`config.mk`:
```
export PLATFORM = sky130hd
export DESIGN_NAME = rega_multizona
export DESIGN_NICKNAME = d
export VERILOG_FILES = /design/src/rtl/rega_multizona.sv
export SDC_FILE = /design/constraint.sdc
export NUM_CORES = 1
export LEC_CHECK = 0
export CAP_MARGIN = 20
export CORE_MARGIN = 2
export CORE_UTILIZATION = 45
export CTS_BUF_LIST = sky130_fd_sc_hd__clkbuf_8
export CTS_CLUSTER_DIAMETER = 40
export CTS_CLUSTER_SIZE = 20
export DETAILED_ROUTE_END_ITERATION = 16
export MAX_ROUTING_LAYER = met4
export PLACE_DENSITY_LB_ADDON = 0.2
export RECOVER_POWER = 50
export SYNTH_ARGS = -nofsm -noshare
export SYNTH_HDL_FRONTEND = slang
export SYNTH_SLANG_ARGS = --single-unit
```
`constraint.sdc`:
```
create_clock -name Clk -period 5.3 [get_ports Clk]
set_input_delay 0.795 -clock Clk [delete_from_list [all_inputs] [get_ports Clk]]
set_output_delay 0.795 -clock Clk [all_outputs]
set_load 0.05 [all_outputs]
```
`src/rtl/rega_multizona.sv`:
```
// Multi-zone irrigation controller: round-robin zone scan, per-zone drip/spray
// timing, fertilizer mix followed by cleaning, and tank inlet control.
module rega_multizona #(
  parameter int N_ZONES = 4,
  parameter int TIME_W  = 8,
  parameter int PRESC   = 50000000,
  parameter int DRIP_T  = 30,
  parameter int SPRAY_T = 15,
  parameter int MIX_T   = 10,
  parameter int CLEAN_T = 20
) (
  input  logic               Clk,
  input  logic               Rst,
  input  logic [N_ZONES-1:0] Us,
  input  logic [N_ZONES-1:0] Mode,
  input  logic [1:0]         Nivel,
  input  logic               Adub,
  output logic [N_ZONES-1:0] Valve,
  output logic               Asp,
  output logic               Got,
  output logic               Ve,
  output logic               Mist,
  output logic               Limp,
  output logic [2:0]         Zone,
  output logic [TIME_W-1:0]  Remain,
  output logic [2:0]         Estado
);

  localparam int PW = (PRESC > 1) ? $clog2(PRESC) : 1;

  typedef enum logic [2:0] {
    IDLE   = 3'd0,
    SCAN   = 3'd1,
    IRRIGA = 3'd2,
    MIX    = 3'd3,
    LIMP   = 3'd4
  } state_t;

  state_t              state_q, state_d;
  logic [PW-1:0]       pre_q, pre_d;
  logic [2:0]          zone_q, zone_d;
  logic [2:0]          cand_q, cand_d;
  logic [2:0]          scnt_q, scnt_d;
  logic [TIME_W-1:0]   remain_q, remain_d;

  logic tick;
  logic us_zone, mode_zone, us_cand, mode_cand;
  logic remain_last, tank_empty;
  logic [2:0] cand_next, scan_start;

  always_ff @(posedge Clk) begin
    if (!Rst) begin
      state_q  <= IDLE;
      pre_q    <= '0;
      zone_q   <= 3'(N_ZONES - 1);
      cand_q   <= '0;
      scnt_q   <= '0;
      remain_q <= '0;
    end else begin
      state_q  <= state_d;
      pre_q    <= pre_d;
      zone_q   <= zone_d;
      cand_q   <= cand_d;
      scnt_q   <= scnt_d;
      remain_q <= remain_d;
    end
  end

  // Zone-indexed sensor/mode selection, written as a loop so the 3-bit
  // index never over-addresses a narrower vector.
  always_comb begin
    us_zone   = 1'b0;
    mode_zone = 1'b0;
    us_cand   = 1'b0;
    mode_cand = 1'b0;
    for (int unsigned i = 0; i < N_ZONES; i++) begin
      if (zone_q == 3'(i)) begin
        us_zone   = Us[i];
        mode_zone = Mode[i];
      end
      if (cand_q == 3'(i)) begin
        us_cand   = Us[i];
        mode_cand = Mode[i];
      end
    end
  end

  always_comb begin
    tick        = (pre_q == PW'(PRESC - 1));
    pre_d       = tick ? '0 : pre_q + 1'b1;
    remain_last = (remain_q <= TIME_W'(1));
    tank_empty  = (Nivel == 2'b00);
    cand_next   = (cand_q == 3'(N_ZONES - 1)) ? 3'd0 : cand_q + 3'd1;
    scan_start  = (zone_q == 3'(N_ZONES - 1)) ? 3'd0 : zone_q + 3'd1;

    state_d  = state_q;
    zone_d   = zone_q;
    cand_d   = cand_q;
    scnt_d   = scnt_q;
    remain_d = remain_q;

    unique case (state_q)
      IDLE: begin
        remain_d = '0;
        if (Adub && !tank_empty) begin
          state_d  = MIX;
          remain_d = TIME_W'(MIX_T);
        end else if ((|Us) && !tank_empty) begin
          state_d = SCAN;
          cand_d  = scan_start;
          scnt_d  = '0;
        end
      end
      SCAN: begin
        remain_d = '0;
        if (us_cand) begin
          state_d  = IRRIGA;
          zone_d   = cand_q;
          remain_d = mode_cand ? TIME_W'(SPRAY_T) : TIME_W'(DRIP_T);
        end else if (scnt_q == 3'(N_ZONES - 1)) begin
          state_d = IDLE;
        end else begin
          cand_d = cand_next;
          scnt_d = scnt_q + 3'd1;
        end
      end
      IRRIGA: begin
        if (tank_empty || !us_zone || (tick && remain_last)) begin
          state_d  = IDLE;
          remain_d = '0;
        end else if (tick) begin
          remain_d = remain_q - 1'b1;
        end
      end
      MIX: begin
        if (tank_empty || (tick && remain_last)) begin
          state_d  = LIMP;
          remain_d = TIME_W'(CLEAN_T);
        end else if (tick) begin
          remain_d = remain_q - 1'b1;
        end
      end
      LIMP: begin
        if (tick && remain_last) begin
          state_d  = IDLE;
          remain_d = '0;
        end else if (tick) begin
          remain_d = remain_q - 1'b1;
        end
      end
      default: begin
        state_d  = IDLE;
        remain_d = '0;
      end
    endcase
  end

  // Outputs decode from current state only, so they drop in the same cycle
  // the state leaves IRRIGA/MIX/LIMP.
  always_comb begin
    Valve = '0;
    for (int unsigned i = 0; i < N_ZONES; i++) begin
      Valve[i] = (state_q == IRRIGA) && (zone_q == 3'(i));
    end
    Asp    = (state_q == IRRIGA) && mode_zone;
    Got    = (state_q == IRRIGA) && !mode_zone;
    Mist   = (state_q == MIX);
    Limp   = (state_q == LIMP);
    Ve     = (Nivel != 2'b11) && (state_q != MIX) && (state_q != LIMP);
    Zone   = zone_q;
    Remain = remain_q;
    Estado = state_q;
  end

endmodule
```
==> flow_summary.toml, run 1 <==
[detailed_routing]
routed_wl_mm = 6.01
drt_first_pass_iters = 4
route.detailed.drc = 0
ant_nets = 0
wire_per_inst_um = 14.1
dr.first_iter.drc_count = 119
via_count = 2335
routed_via_density = 5.48

[timing]
worst_pin_slew_ns = 1.38
setup_viol = 0
max_freq_mhz = 280
fin_crit_sh_pct = 67.4
fin_skew_ns = 0.00469
hold_slack_ns = 0.468
hold_viol = 0
min_period_ns = 3.57
fin_tns_setup_ns = 0
max-slew-margin-rel_pct = 7.19
rsz0062_at_grt = "false"
slew_violations = 0

[global_routing]
grt_pass1_vias = 2147
grt_max_degree = 24
grt_usage_pct = 20.1
antenna_found_initial = 0
grt_pass1_wl_mm = 10.1
grt_overflow = 0

[clock_network]
htree_levels = 2
cts-resized-gates = 0
clk_latency_ns = 0.30
clock_path_buffers = 2
cts_setup_buffers = 0
root_buffer = "clkbuf_8"
clock_sinks = 46
path_clk_slew_ns = 0.08
cts_buffers = 5
cts_tree = "built"
holdBufCountCts = 0

[yosys]
ys_async_sr_fraction_pct = 0
syn-num-nets = 345
synth_area_sq_um = 2690
synth_commonest_cells = "dfxtp_1 (46), nor2_1 (44), nand2_1 (23), inv_1 (19), xnor2_1 (18)"
synth_edf_count = 0
ys_warn_count = 0
synth.avg_cell_area_sq_um = 8.44
ys_types = 60
ys_top_cells_by_area = "dfxtp_1 (34%), nor2_1 (6.1%), ha_1 (6.0%)"
netlist_instances = 319
synth_top_area_share_pct = 34.2
yosysSeqAreaShare_pct = 34.2
yosysTopAreaCell = "dfxtp_1"
yosysMostFrequentCell = "dfxtp_1"
ys_ff_latch = 46
synthFlopType = "dfxtp_1"

[floorplan]
ios = 36
die_h_um = 81.3
fp.dieW_um = 81.3
dieArea_sq_um = 6620
start_util_pct = 46.0
row_count = 28
core_area_sq_um = 5850

[critical_path]
cpMostUsedCell = "clkdlybuf4s50_1"
start_kind = "input pin"
r2r_start = "pre_q[0]$_SDFF_PP0_"
critPathMaxStageDelay_ns = 0.80
worstSetupEndpointType = "output port"
ff2ff_path_depth = 6
slowest_stage = "clkdlybuf4s50_1"
cp_top_family = "buffers and inverters"
crit_required_ns = 4.51
worst_ep_arrival_time_ns = 2.78
r2r_slack_ns = 2.26
r2r-end = "pre_q[10]$_SDFF_PP0_"
critical_path_class = "input pin to output port"
cp_cell_sequence = "clkdlybuf4s50_1 -> a221oi_1 -> a211o_1 -> a21oi_1 -> nor2b_1 -> clkdlybuf4s50_1"
path_buf_inv = 2
worstPathMaxFanout = 2

[power_and_ir_drop]
pwr-share-clk_pct = 18.0
p_int_uw = 699
vdd_drop_max_mv = 0.200
p_leak_uw = 0.00116
p_sw_share_pct = 43.6
powerDensity_nw_per_um2 = 392
seqPwrFrac_pct = 34.8
p_sw_uw = 541
pwr-share-comb_pct = 47.2

[placement]
gp_congestion = 0.856
port_buffers = 35
hpwl_mm = 4.45
placed_cell_area_sq_um = 3080

[layout]
layout-drive-gt1-share_pct = 6.55
syn_to_final_growth_pct = 17.4
post-route-util_pct = 54.0
fin_area_sq_um = 3160
n_fill_cell = 562
antenna_cells = 0
final_nets = 376

[run]
drv_cap = 0

[worst_hold_path]
min_from = "pre_q[0]$_SDFF_PP0_"
hold_path_end = "pre_q[0]$_SDFF_PP0_"
min-delay-path-class = "flip-flop to flip-flop"
hold_depth = 1

[run_status]
status = "finished, final reports clean"
[power by group through the flow]
stage	sequential, uW	clock, uW	combinational (uW)
3_5_place_dp	441	0	591
6_report	432	223	586
2_1_floorplan	500	0	376
5_1_grt	439	245	637
3_3_place_gp	440	0	591
4_1_cts	432	233	595
[per-stage QoR]
| stage | worst slack (ns) | total power, uW | instances |
|---|---|---|---|
| global placement | 1.76 | 1030 | 418 |
| floorplan | 1.99 | 876 | 319 |
| global route | 1.58 | 1320 | 426 |
| finish | 1.73 | 1240 | 426 |
| detailed placement | 1.75 | 1030 | 418 |
| CTS | 1.73 | 1260 | 426 |
[worst max-delay path by stage]
stage | start | end | slack [ns] | cells past startpoint
2_1_floorplan | Estado[1]$_SDFFE_PN0P_ | Ve | 1.99 | 5
3_5_place_dp | Mode[1] | Asp | 1.75 | 6
4_1_cts | Mode[1] | Asp | 1.73 | 6
6_report | Mode[1] | Asp | 1.73 | 6
3_3_place_gp | Mode[1] | Asp | 1.76 | 6
5_1_grt | Mode[1] | Asp | 1.58 | 6
[sequential cells by signal, summed over array words and instances, names as in the netlist]
signal  flops
Estado      3
Remain      8
Zone        3
cand_q      3
pre_q      26
scnt_q      3
[cell families (layout without fill, tap and decap cells)]
logic type / after synthesis / count (layout) / synth area share, %
AND/OR/NAND/NOR: 147 / 147 / 31.4
AO/OA/AOI/OAI: 53 / 53 / 14.0
flip-flops: 46 / 46 / 34.2
buffers and inverters: 30 / 62 / 4.56
XOR/XNOR: 29 / 29 / 9.44
adder cells (fa/ha/maj): 13 / 13 / 6.04
multiplexers: 1 / 1 / 0.372
[layout make-up]
cell class	count	area, sq um	share of cell area, %
multi-input combinational	243	1630	51.7
sequential	46	921	29.1
timing repair buffer	35	350	11.1
tap	75	93.8	2.97
clock buffer	6	82.6	2.61
inverter	19	71.3	2.26
clock inverter	2	8.76	0.277
[placed cells by master (no fill, tap or decap), types with 10 or more instances in the layout]
cell type         n
dfxtp_1          46
nor2_1           44
nand2_1          23
inv_1            20
clkdlybuf4s50_1  19
xnor2_1          18
dlygate4sd3_1    16
a21oi_1          15
ha_1             13
nand3_1          12
xor2_1           11
nor3_1           10
o211ai_1         10
[routing by layer]
metal,track usage (%),share of wire (%),up-vias
met1,26.7,52,1107
met3,4.33,3.0,6
met4,4.92,0.95,0
li1,-,-,1197
met5,-,0,-
met2,31.1,44,25
Note: power is estimated with default switching activity, not from simulation.
==> inputs of run 2 (changes only) <==
==> constraint.sdc (replaced) <==
create_clock -name Clk -period 3.5 [get_ports Clk]
set_input_delay 0.525 -clock Clk [delete_from_list [all_inputs] [get_ports Clk]]
set_output_delay 0.525 -clock Clk [all_outputs]
set_load 0.05 [all_outputs]
==> run 2 against run 1 <==
Count of clock-buffer cells in the layout decreased by 1. Via count decreased by 0.17%. Utilization increased by 0.36 points. Cell count increased by 0.23%. Largest power group unchanged. Highest routed layer unchanged.
==> flow_summary.toml, run 2 (same netlist as run 1, synthesis figures left out) <==
[clock_network]
clock_path_buffers = 2
clock_sinks = 46
cts_tree = "built"
path_clk_slew_ns = 0.08
htree_levels = 2
cts_setup_buffers = 0
cts-resized-gates = 0
clk_latency_ns = 0.30
holdBufCountCts = 0
root_buffer = "clkbuf_8"
cts_buffers = 5

[floorplan]
fp.dieW_um = 81.3
dieArea_sq_um = 6620
row_count = 28
ios = 36
start_util_pct = 46.0
die_h_um = 81.3
core_area_sq_um = 5850

[timing]
setup_viol = 0
rsz0062_at_grt = "false"
min_period_ns = 3.18
fin_tns_setup_ns = 0
max_freq_mhz = 315
fin_skew_ns = 0.00618
max-slew-margin-rel_pct = 47.4
slew_violations = 0
hold_viol = 0
worst_pin_slew_ns = 0.787
fin_crit_sh_pct = 90.8
finalWorstSetupSlack_ns = 0.323

[layout]
top_register = "pre_q"
fin_area_sq_um = 3180
final_common_cell = "dfxtp_1"
final_nets = 377
largest_reg_flops = 26
syn_to_final_growth_pct = 18.2
antenna_cells = 0
layout-drive-gt1-share_pct = 6.53
stdcell_count = 427
mostFrequentLayoutCells = "dfxtp_1 (46), nor2_1 (44), nand2_1 (23), inv_1 (19), clkdlybuf4s50_1 (19)"

[placement]
port_buffers = 35
placed_cell_area_sq_um = 3090
dp.cells = 419
hpwl_mm = 4.44
place_ws_ns = 0.467
gp_congestion = 0.874

[global_routing]
grt_pass1_vias = 2083
grt_pass1_wl_mm = 9.86
antenna_found_initial = 0
grt_overflow = 0
grt_max_degree = 24
grt_usage_pct = 19.5

[run_status]
status = "finished, final reports clean"

[power_and_ir_drop]
vdd_drop_max_mv = 0.356
p_leak_uw = 0.00117
pwr-share-clk_pct = 20.8
p_sw_share_pct = 42.4
pwr-share-comb_pct = 45.3
powerDensity_nw_per_um2 = 602
seqPwrFrac_pct = 33.9
p_int_uw = 1100
p_sw_uw = 812

[critical_path]
critical_path_class = "flip-flop to output port"
r2r_slack_ns = 0.84
ff2ff_path_depth = 7
worstSetupEndpointType = "output port"
r2r-end = "Estado[0]$_SDFFE_PN0P_"
crit_start = "Zone[1]$_SDFFE_PN1P_"
r2r_start = "Zone[0]$_SDFFE_PN1P_"
start_kind = "flip-flop"
crit_required_ns = 2.97
critPathCapture = "Asp"
worst_ep_arrival_time_ns = 2.65
worstPathMaxFanout = 5

[detailed_routing]
wire_per_inst_um = 13.8
ant_nets = 0
routed_via_density = 5.46
drt_first_pass_iters = 4
via_count = 2331
routed_wl_mm = 5.90
route.detailed.drc = 0
dr.first_iter.drc_count = 164

[worst_hold_path]
min-delay-path-class = "flip-flop to flip-flop"

[run]
drv_cap = 0
-- run 2: area by class of cell --
class / instances / area, sq um
clock buffer: 5 / 68.8
clock inverter: 3 / 45.0
tap: 75 / 93.8
fill: 550 / 2670
sequential: 46 / 921
multi-input combinational: 243 / 1630
inverter: 19 / 71.3
timing repair buffer: 36 / 354
-- run 2: power groups by stage --
stage	Clock, uW	Combinational, uW	Sequential (uW)
2_1_floorplan	0	569	757
3_3_place_gp	0	900	663
3_5_place_dp	0	905	665
4_1_cts	414	909	653
5_1_grt	435	946	665
6_report	398	868	650
-- run 2: worst max-delay path, cell delays in order (launching register included) --
cell             delay, ns
dfxtp_1               0.39
inv_1                 0.09
ha_1                  0.25
nor2b_1               0.13
a221oi_1              0.08
a211o_1               0.29
a21oi_1               0.18
nor2b_1               0.14
clkdlybuf4s50_1       0.81
-- run 2: routing by layer --
| metal | GRT usage [%] | routed length (um) |
|---|---|---|
| met1 | 28.4 | 2960 |
| met2 | 27.4 | 2620 |
| met3 | 4.44 | 302 |
| met4 | 4.24 | 22 |
| met5 | - | 0 |
-- run 2: worst min-delay path by stage --
stage                           to                 from  cells after the start
6_report       pre_q[0]$_SDFF_PP0_  pre_q[0]$_SDFF_PP0_                      1
5_1_grt        pre_q[0]$_SDFF_PP0_  pre_q[0]$_SDFF_PP0_                      1
4_1_cts        pre_q[0]$_SDFF_PP0_  pre_q[0]$_SDFF_PP0_                      1
3_5_place_dp   pre_q[0]$_SDFF_PP0_  pre_q[0]$_SDFF_PP0_                      1
3_3_place_gp   pre_q[0]$_SDFF_PP0_  pre_q[0]$_SDFF_PP0_                      1
2_1_floorplan  pre_q[0]$_SDFF_PP0_  pre_q[0]$_SDFF_PP0_                      1
-- run 2: per-stage QoR --
| step | power (uW) | hold WS [ns] | util, % |
|---|---|---|---|
| 6_report | 1920 | 0.475 | 54.4 |
| 5_1_grt | 2050 | 0.480 | 54.4 |
| 4_1_cts | 1980 | 0.473 | 54.8 |
| 3_5_place_dp | 1570 | 0.452 | 52.8 |
| 3_3_place_gp | 1560 | 0.445 | 52.8 |
| 2_1_floorplan | 1330 | 0.426 | - |
